## config.mk

```make
export PLATFORM = sky130hd
export DESIGN_NAME = instruction_fetch
export DESIGN_NICKNAME = d
export VERILOG_FILES = /design/src/rtl/fetch_pkg.sv /design/src/rtl/instr_queue.sv /design/src/rtl/instruction_fetch.sv
export SDC_FILE = /design/constraint.sdc
export NUM_CORES = 1
export LEC_CHECK = 0
export CORE_ASPECT_RATIO = 0.9
export CORE_MARGIN = 1
export CORE_UTILIZATION = 45
export CTS_BUF_LIST = sky130_fd_sc_hd__clkbuf_16
export DETAILED_ROUTE_END_ITERATION = 6
export DONT_BUFFER_PORTS = 1
export MAX_ROUTING_LAYER = met4
export PLACE_DENSITY = 0.58
export SETUP_SLACK_MARGIN = 0.5
export SLEW_MARGIN = 10
export SYNTH_ARGS = -nofsm -noshare
export SYNTH_HDL_FRONTEND = slang
export SYNTH_SLANG_ARGS = --single-unit
```

## constraint.sdc

```tcl
create_clock -name clk -period 6 [get_ports clk]
set_input_delay 0 -clock clk [delete_from_list [all_inputs] [get_ports clk]]
set_output_delay 0 -clock clk [all_outputs]
set_load 0.03 [all_outputs]
```

## src/rtl/fetch_pkg.sv

```systemverilog
// fetch_pkg: shared constants and types for the instruction fetch front end.
package fetch_pkg;
  localparam logic [1:0] KIND_BRANCH = 2'b00;
  localparam logic [1:0] KIND_JUMP = 2'b01;
  localparam logic [1:0] KIND_JR = 2'b10;
  localparam logic [31:0] RESET_PC_DEFAULT = 32'h0000_0000;
  localparam int QDEPTH = 2;
  typedef enum logic [1:0] {F_IDLE, F_REQ, F_DROP} fetch_state_t;
endpackage

```

## src/rtl/instr_queue.sv

```systemverilog
// instr_queue: 2-entry {instr, pc} FIFO with a registered head and synchronous flush.
module instr_queue (
  input  logic        clk,
  input  logic        rst_n,
  input  logic        push,
  input  logic        pop,
  input  logic        flush,
  input  logic [63:0] wdata,
  output logic [63:0] rdata,
  output logic [1:0]  count
);
  logic [63:0] mem_q [2];
  logic [63:0] mem_d [2];
  logic rd_q, rd_d, wr_q, wr_d, pop_ok;
  logic [1:0] cnt_q, cnt_d;
  always_comb begin
    pop_ok = pop && cnt_q != 2'd0;
    mem_d = mem_q;
    if (push && !flush) mem_d[wr_q] = wdata;
    rd_d = flush ? 1'b0 : rd_q ^ pop_ok;
    wr_d = flush ? 1'b0 : wr_q ^ push;
    cnt_d = flush ? 2'd0 : cnt_q + {1'b0, push} - {1'b0, pop_ok};
  end
  always_ff @(posedge clk or negedge rst_n) begin
    if (!rst_n) begin
      rd_q <= 1'b0;
      wr_q <= 1'b0;
      cnt_q <= 2'd0;
    end else begin
      rd_q <= rd_d;
      wr_q <= wr_d;
      cnt_q <= cnt_d;
    end
  end
  always_ff @(posedge clk) mem_q <= mem_d;
  assign rdata = mem_q[rd_q];
  assign count = cnt_q;
endmodule

```

## src/rtl/instruction_fetch.sv

```systemverilog
// instruction_fetch: PC owner issuing req/ack word fetches into a 2-entry queue,
// with branch/jump/jr redirects that flush the queue and drop wrong-path fetches.
module instruction_fetch
  import fetch_pkg::*;
#(
  parameter logic [31:0] RESET_PC = RESET_PC_DEFAULT
) (
  input  logic        clk,
  input  logic        rst_n,
  output logic        imem_req,
  output logic [31:0] imem_addr,
  input  logic        imem_ack,
  input  logic [31:0] imem_rdata,
  output logic        instr_valid,
  output logic [31:0] instr,
  output logic [31:0] instr_pc,
  input  logic        instr_ready,
  input  logic        redirect_valid,
  input  logic [1:0]  redirect_kind,
  input  logic [31:0] redirect_pc,
  input  logic [15:0] redirect_imm16,
  input  logic [25:0] redirect_target26,
  input  logic [31:0] redirect_reg,
  output logic        err_misaligned
);
  fetch_state_t state_q, state_d, after_ack;
  logic [31:0] pc_q, pc_d, hold_q, hold_d;
  logic err_q, err_d, push, pop, ack_done;
  logic [1:0] count;
  logic [2:0] occ_next;
  logic [63:0] head;
  function automatic logic [31:0] calc_target(input logic [1:0] kind, input logic [31:0] pc,
                                              input logic [15:0] imm, input logic [25:0] t26,
                                              input logic [31:0] rs);
    logic [31:0] pc4;
    pc4 = pc + 32'd4;
    return kind == KIND_BRANCH ? pc4 + {{14{imm[15]}}, imm, 2'b00} :
           kind == KIND_JR ? {rs[31:2], 2'b00} : {pc4[31:28], t26, 2'b00};
  endfunction
  always_comb begin
    push = state_q == F_REQ && imem_ack && !redirect_valid;
    pop = instr_ready && !redirect_valid && count != 2'd0;
    occ_next = redirect_valid ? 3'd0 : {1'b0, count} + {2'b0, push} - {2'b0, pop};
    pc_d = redirect_valid ? calc_target(redirect_kind, redirect_pc, redirect_imm16,
                                        redirect_target26, redirect_reg) :
           push ? pc_q + 32'd4 : pc_q;
    // A dropped fetch must keep presenting the address it was issued with.
    hold_d = state_q == F_REQ ? pc_q : hold_q;
    err_d = err_q | (redirect_valid && redirect_kind == KIND_JR && redirect_reg[1:0] != 2'b00);
    ack_done = imem_ack && state_q != F_IDLE;
    after_ack = occ_next < 3'(QDEPTH) ? F_REQ : F_IDLE;
    state_d = (state_q == F_IDLE || ack_done) ? after_ack :
              (state_q == F_REQ && redirect_valid) ? F_DROP : state_q;
  end
  always_ff @(posedge clk or negedge rst_n) begin
    if (!rst_n) begin
      state_q <= F_IDLE;
      pc_q <= {RESET_PC[31:2], 2'b00};
      hold_q <= 32'd0;
      err_q <= 1'b0;
    end else begin
      state_q <= state_d;
      pc_q <= pc_d;
      hold_q <= hold_d;
      err_q <= err_d;
    end
  end
  instr_queue u_queue (
    .clk  (clk),
    .rst_n(rst_n),
    .push (push),
    .pop  (pop),
    .flush(redirect_valid),
    .wdata({imem_rdata, pc_q}),
    .rdata(head),
    .count(count)
  );
  assign imem_req = state_q != F_IDLE;
  assign imem_addr = state_q == F_DROP ? hold_q : pc_q;
  assign instr_valid = count != 2'd0;
  assign {instr, instr_pc} = head;
  assign err_misaligned = err_q;
endmodule

```

# [Word-level counts from Yosys, hierarchy flattened]
# Cells that the tools add are included.
[word_totals] reg_bits=199 in_bits=145 output_inout_bits=99 word_cells=66
[classes] n_addsub=7 order_cmp=4 eq_ne=3 n_mux=18 bitwise_logic=5 n_reduce_logical=20
[ops] cell="64-bit two-way mux" n=4
[ops] cell="32-bit two-way mux" n=5
[ops] cell="128-bit bitwise mux" n=1
[ops] cell="32-bit by 3-bit adder with 32-bit output, second input constant" n=2
[ops] cell="64-bit demux with 1-bit select" n=1
[ops] cell="32-bit adder" n=1
[ops] cell="1-bit logical AND" n=11
[ops] cell="2-bit nonzero test" n=5
[ops] cell="2-bit two-way mux" n=3
[ops] cell="2-bit == test, second input constant" n=2
[ops] cell="2-bit >= comparator, second input constant" n=2
[ops] cell="2-bit logical NOT" n=2
[ops] cell="1-bit inverter with 2-bit output" n=2
[ops] cell="2-bit by 1-bit adder with 3-bit output" n=1
[ops] cell="3-bit by 2-bit less-than comparator with 1-bit output, second input constant" n=1
[ops] cell="1-bit two-way mux" n=3
[ops] cell="3-bit two-way mux" n=1
[ops] cell="3-bit by 1-bit subtractor with 3-bit output" n=1
[ops] cell="2-bit by 1-bit adder with 2-bit output" n=1
[ops] cell="2-bit by 1-bit == test with 1-bit output, second input constant" n=1
[ops] cell="2-bit by 1-bit less-than comparator with 1-bit output, second input constant" n=1
[ops] cell="2-bit by 1-bit subtractor with 2-bit output" n=1
[ops] cell="1-bit bitwise XOR" n=2
[ops] cell="1-bit logical NOT" n=1
[ops] cell="other kinds (2)" n=2

# [Longest topological paths before layout]
[logic_depth] depth_word=9 depth_mapped=15 depth_no_buf=14

# [Hierarchy]
# A second synthesis with hierarchy kept.
[unflattened] cells_unflattened=1016 hier_area_um2=11146.9
[modules_own_cells] mod="instruction_fetch" instances=1 cells_per_inst=798 area_each_um2=6293.5 seq_area_each_um2=1676.6
[modules_own_cells] mod="instr_queue" instances=1 cells_per_inst=218 area_each_um2=4853.4 seq_area_each_um2=3943.8

# [Worst setup path before layout]
# OpenSTA, ideal clock, no wires.
[synth_timing] kind="flip-flop to flip-flop" start="register state_q[1]" end="register u_queue.mem_q[100] (netlist bit) (enable)" setup_ns=0.565 arrival_ns=4.940 required_ns=5.435 setup_slack_ns=0.495 stages_incl_launch_ff=3 n_path_buf=0 period_less_slack_ns=5.505 path_cell_list="dfrtp_1 -> nand3b_1 -> nor3_1"
[synth_via] elab_chain_len=4
[synth_rtl] item="from (decl)" line_no="instruction_fetch.sv:26" source="fetch_state_t state_q, state_d, after_ack;"
[synth_rtl] item="from (signal assigned)" line_no="instruction_fetch.sv:62" source="state_q <= state_d;"
[synth_rtl] item="2-bit by 1-bit == test with 1-bit output" line_no="instruction_fetch.sv:41" source="push = state_q == F_REQ && imem_ack && !redirect_valid;"
[synth_rtl] item="1-bit logical AND (2 in series)" line_no="instruction_fetch.sv:41"
[synth_rtl] item="1-bit logical AND" line_no="instr_queue.sv:19" source="if (push && !flush) mem_d[wr_q] = wdata;"
[synth_rtl] item="to (signal assigned)" line_no="instr_queue.sv:35" source="always_ff @(posedge clk) mem_q <= mem_d;"
[synth_rtl] item="to (decl)" line_no="instr_queue.sv:12" source="logic [63:0] mem_q [2];"
# No other way between the ends.
# A chain may end at the register's enable or synchronous reset.

# [Final worst setup path]
[layout_timing] start="input port redirect_pc[9]" end="register pc_q[31]"
[layout_via] elab_chain_len=4 word_cells_on_any_way=5 classes_between="add/sub (2); mux (3)"
[layout_rtl] item="from (decl)" line_no="instruction_fetch.sv:20" source="input logic [31:0] redirect_pc,"
[layout_rtl] item="32-bit by 3-bit adder with 32-bit output (*)" line_no="instruction_fetch.sv:36" source="pc4 = pc + 32'd4;"
[layout_rtl] item="32-bit adder / 32-bit two-way mux (equally long branches)" line_no="instruction_fetch.sv:37, instruction_fetch.sv:38"
[layout_rtl] item="32-bit two-way mux (*)" line_no="instruction_fetch.sv:37" source="return kind == KIND_BRANCH ? pc4 + {{14{imm[15]}}, imm, 2'b00} :"
[layout_rtl] item="32-bit two-way mux (*)" line_no="instruction_fetch.sv:44" source="pc_d = redirect_valid ? calc_target(redirect_kind, redirect_pc, redirect_imm16,"
[layout_rtl] item="to (signal assigned)" line_no="instruction_fetch.sv:58" source="pc_q <= {RESET_PC[31:2], 2'b00};"
[layout_rtl] item="to (signal assigned)" line_no="instruction_fetch.sv:63" source="pc_q <= pc_d;"
[layout_rtl] item="to (decl)" line_no="instruction_fetch.sv:27" source="logic [31:0] pc_q, pc_d, hold_q, hold_d;"
# Every way passes the cells marked *; elsewhere a longest branch is shown, timed or not.

==> metrics.cfg <==
[clock_network]
cts.sinks = 199
clock-root-buffer = clkbuf_16
clockBufferDepth = 2
clk_pin_slew_ns = 0.08
htreeDepth = 4
cts_buffers = 17
cts_tree = yes
postCtsSetupBuffers = 0
clock_latency_ns = 0.44

[pwr]
p_int_w = 0.00269
peakVddDrop_uv = 185
swShare_pct = 33.9
p_seq_share_pct = 44.6
comb_power_share_pct = 29.2
finalPower_w = 0.00407
p_clk_share_pct = 26.2
p_switching_w = 0.00138
power.density_nw_per_um2 = 319
p_leak_nw = 4.67

[synthesis]
syn_nets = 1095
synth_area_um2 = 10900
syn_inst = 910
async_reset_ff_share_pct = 35.7
synth_seq_cells = 199
yosys_most_used_dff = edfxtp_1
synth.yosys.seq_area_share_pct = 51.7
synth_edf_count = 128
ys_types = 65
yosys_warnings = 0
avgSynthCellArea_um2 = 12.0

[timing]
setup_violations = 0
fmax_mhz = 254
tightest_slew_ns = 1.13
tns_ns = 0
setup_ws_ns = 2.06
min_period_ns = 3.94
timing.final.hold_violations = 0
maxSlewHeadroom_pct = 24.7
period_share_pct = 65.6
rsz0062_at_grt = false
fin_worst_skew_ns = 0.0172
maxSlewViolCount = 0
worst_hold_slack_ns = 0.0224

[min_path]
hold_path_depth = 2
hold_start = imem_ack
holdPathEnd = u_queue.mem_q[70]$_DFFE_PP_
hold_path.class = primary input to flop

[die]
die_x_um = 166
die_h_um = 149
die_area_um2 = 24800
pin_count = 244
fp-row-count = 53
start_util_pct = 46.2
core_area_um2 = 23500

[critical_path]
path_cells = nand4_1, nor4_2, nor2b_1, xor2_1, ha_1, and3_1, nand4_1, or3_1, a211oi_1, o311ai_0, a21oi_1, nand3b_1, dlygate4sd3_1, a31oi_1, dlygate4sd3_1
timing.rr.start = state_q[0]$_DFFE_PN0P_
crit_path_top_delay_cell = nor4_2
critPathLaunchType = primary input
crit_arrival_ns = 4.25
crit_fanout = 5
r2r_end = pc_q[29]$_DFFE_PN0N_
critPathKind = primary input to flop
end_kind = flop
r2r_slack_ns = 2.93
required_ns = 6.31
slowest_delay_ns = 0.58
r2r_cells = 9

[global_routing]
grt-ovfl-total = 0
antenna_found_initial = 2
grt_max_degree = 72
grt_pass1_wl_um = 41900
grt.total_usage_pct = 22.7
grt_pass1_vias = 7457

[job]
max-cap-violations = 0

[detailed_routing]
vias = 7366
wl_um = 27200
via_per_inst = 5.60
drt-initial-drc-count = 406
ant_nets = 0
wl_per_cell_um = 20.7
first_pass_iters = 7
drc_errors = 17

[cells_and_area]
layout_commonest_cell = edfxtp_1
nets = 1183
ff_latch_area_um2 = 5620
layout-drive-gt1-share_pct = 17.4
syn2layout_area_growth_pct = 17.2
fill_cells = 2015
final_cell_mix = edfxtp_1 (128), mux2_2 (124), dlygate4sd3_1 (105)
multi_input_area_um2 = 5000

[placed_design]
gp_congestion = 0.861
dp_hpwl_um = 18700
dp_slack_ns = 2.75
numPortBuffers = 0

[run_status]
violations = DRC
outcome = finished, violations left

## area by class of cell
class	instances	area share [%]
multi-input combinational	652	39.2
clock buffer	17	3.34
clock inverter	15	0.962
antenna	2	0.0393
tap	302	2.96
inverter	18	0.530
timing repair buffer	110	8.85
sequential	199	44.1
## power by group through the flow
stage               clock [W]  sequential (W)  combinational (W)
floorplan                   0         0.00179           0.000953
global placement            0         0.00184            0.00109
detailed placement          0         0.00185            0.00109
CTS                   0.00110         0.00182            0.00120
global route          0.00115         0.00184            0.00127
finish                0.00107         0.00182            0.00119
## state kept, by name, summed over array words and instances, names as in the netlist
| signal | flops |
|---|---|
| hold_q | 32 |
| u_queue.wr_q | 1 |
| err_misaligned | 1 |
| u_queue.count | 2 |
| u_queue.mem_q | 128 |
| pc_q | 32 |
| u_queue.rd_q | 1 |
| state_q | 2 |
## logic make-up (layout without fill, tap and decap cells)
group	Yosys count	in the layout	synth area share [%]
compound gates	174	174	10.4
fa+ha+maj	40	40	4.74
xor+xnor	87	87	7.01
flops	199	199	51.7
buf+inv	59	160	2.55
simple gates	220	220	10.1
other cells	0	2	0
mux	131	131	13.5
## worst max path at each step
stage / cells past startpoint / to / start / slack (ns)
2_1_floorplan: 2 / u_queue.mem_q[100]$_DFFE_PP_ / state_q[1]$_DFFE_PN0P_ / 2.45
3_3_place_gp: 13 / pc_q[31]$_DFFE_PN0N_ / redirect_pc[9] / 2.82
3_5_place_dp: 13 / pc_q[31]$_DFFE_PN0N_ / redirect_pc[9] / 2.75
4_1_cts: 15 / pc_q[31]$_DFFE_PN0N_ / redirect_pc[9] / 2.13
5_1_grt: 15 / pc_q[31]$_DFFE_PN0N_ / redirect_pc[9] / 1.79
6_report: 15 / pc_q[31]$_DFFE_PN0N_ / redirect_pc[9] / 2.06
## per-layer routing
metal	global-route usage (%)	vias up	part of all wire, %
met5	-	-	0
met4	6.50	0	0.98
met3	5.42	16	6.6
met2	35.1	226	46
met1	29.9	3541	46
li1	-	3583	-
## what timing repair did
item	CTS	global route
hold endpoints to repair	182	0
gates resized for setup	0	0
hold buffers	107	0
## cells in the mapped netlist (all sizes together), types with 2 or more instances
cell type    n  area, µm²
edfxtp     128       3840
mux2       124       1400
dfrtp       71       1780
nand2       66        248
a21oi       52        260
nor2        51        191
xnor2       47        412
xor2        40        350
ha          38        475
o21ai       32        164
nand3       26        130
clkbuf      23        116
nand4       21        131
buf         18       93.8
inv         17       63.8
and3        15       93.8
o211ai      15        113
a21o        13       98.9
o22ai       13       81.3
and4        10       87.6
a211oi       9       67.6
nor2b        9       56.3
a31oi        7       43.8
mux2i        7       70.1
o21bai       7       52.6
nor3         5       25.0
a221oi       4       41.3
and2         3       18.8
nor4         3       25.0
o221ai       3       32.5
or3          3       18.8
fa           2       40.0
nand2b       2       12.5
nand3b       2       15.0
o211a        2       20.0
o31ai        2       20.0
or2          2       12.5
## through the flow
step | cells | area (µm²) | util (%)
global placement | 1174 | 11100 | 47.1
finish | 1315 | 12800 | 54.2
detailed placement | 1174 | 11100 | 47.1
floorplan | 910 | 10900 | -
CTS | 1313 | 12700 | 54.1
global route | 1315 | 12800 | 54.2
## critical path, delay by kind of cell
| kind | cells | cell delay, ns |
|---|---|---|
| and+or+nand+nor | 7 | 1.87 |
| buffers and inverters | 2 | 1.12 |
| AOI/OAI and AO/OA | 4 | 0.77 |
| adders and majority gates | 1 | 0.37 |
| xor gates and xnor gates | 1 | 0.14 |
Power figures use the tool's default switching activity.
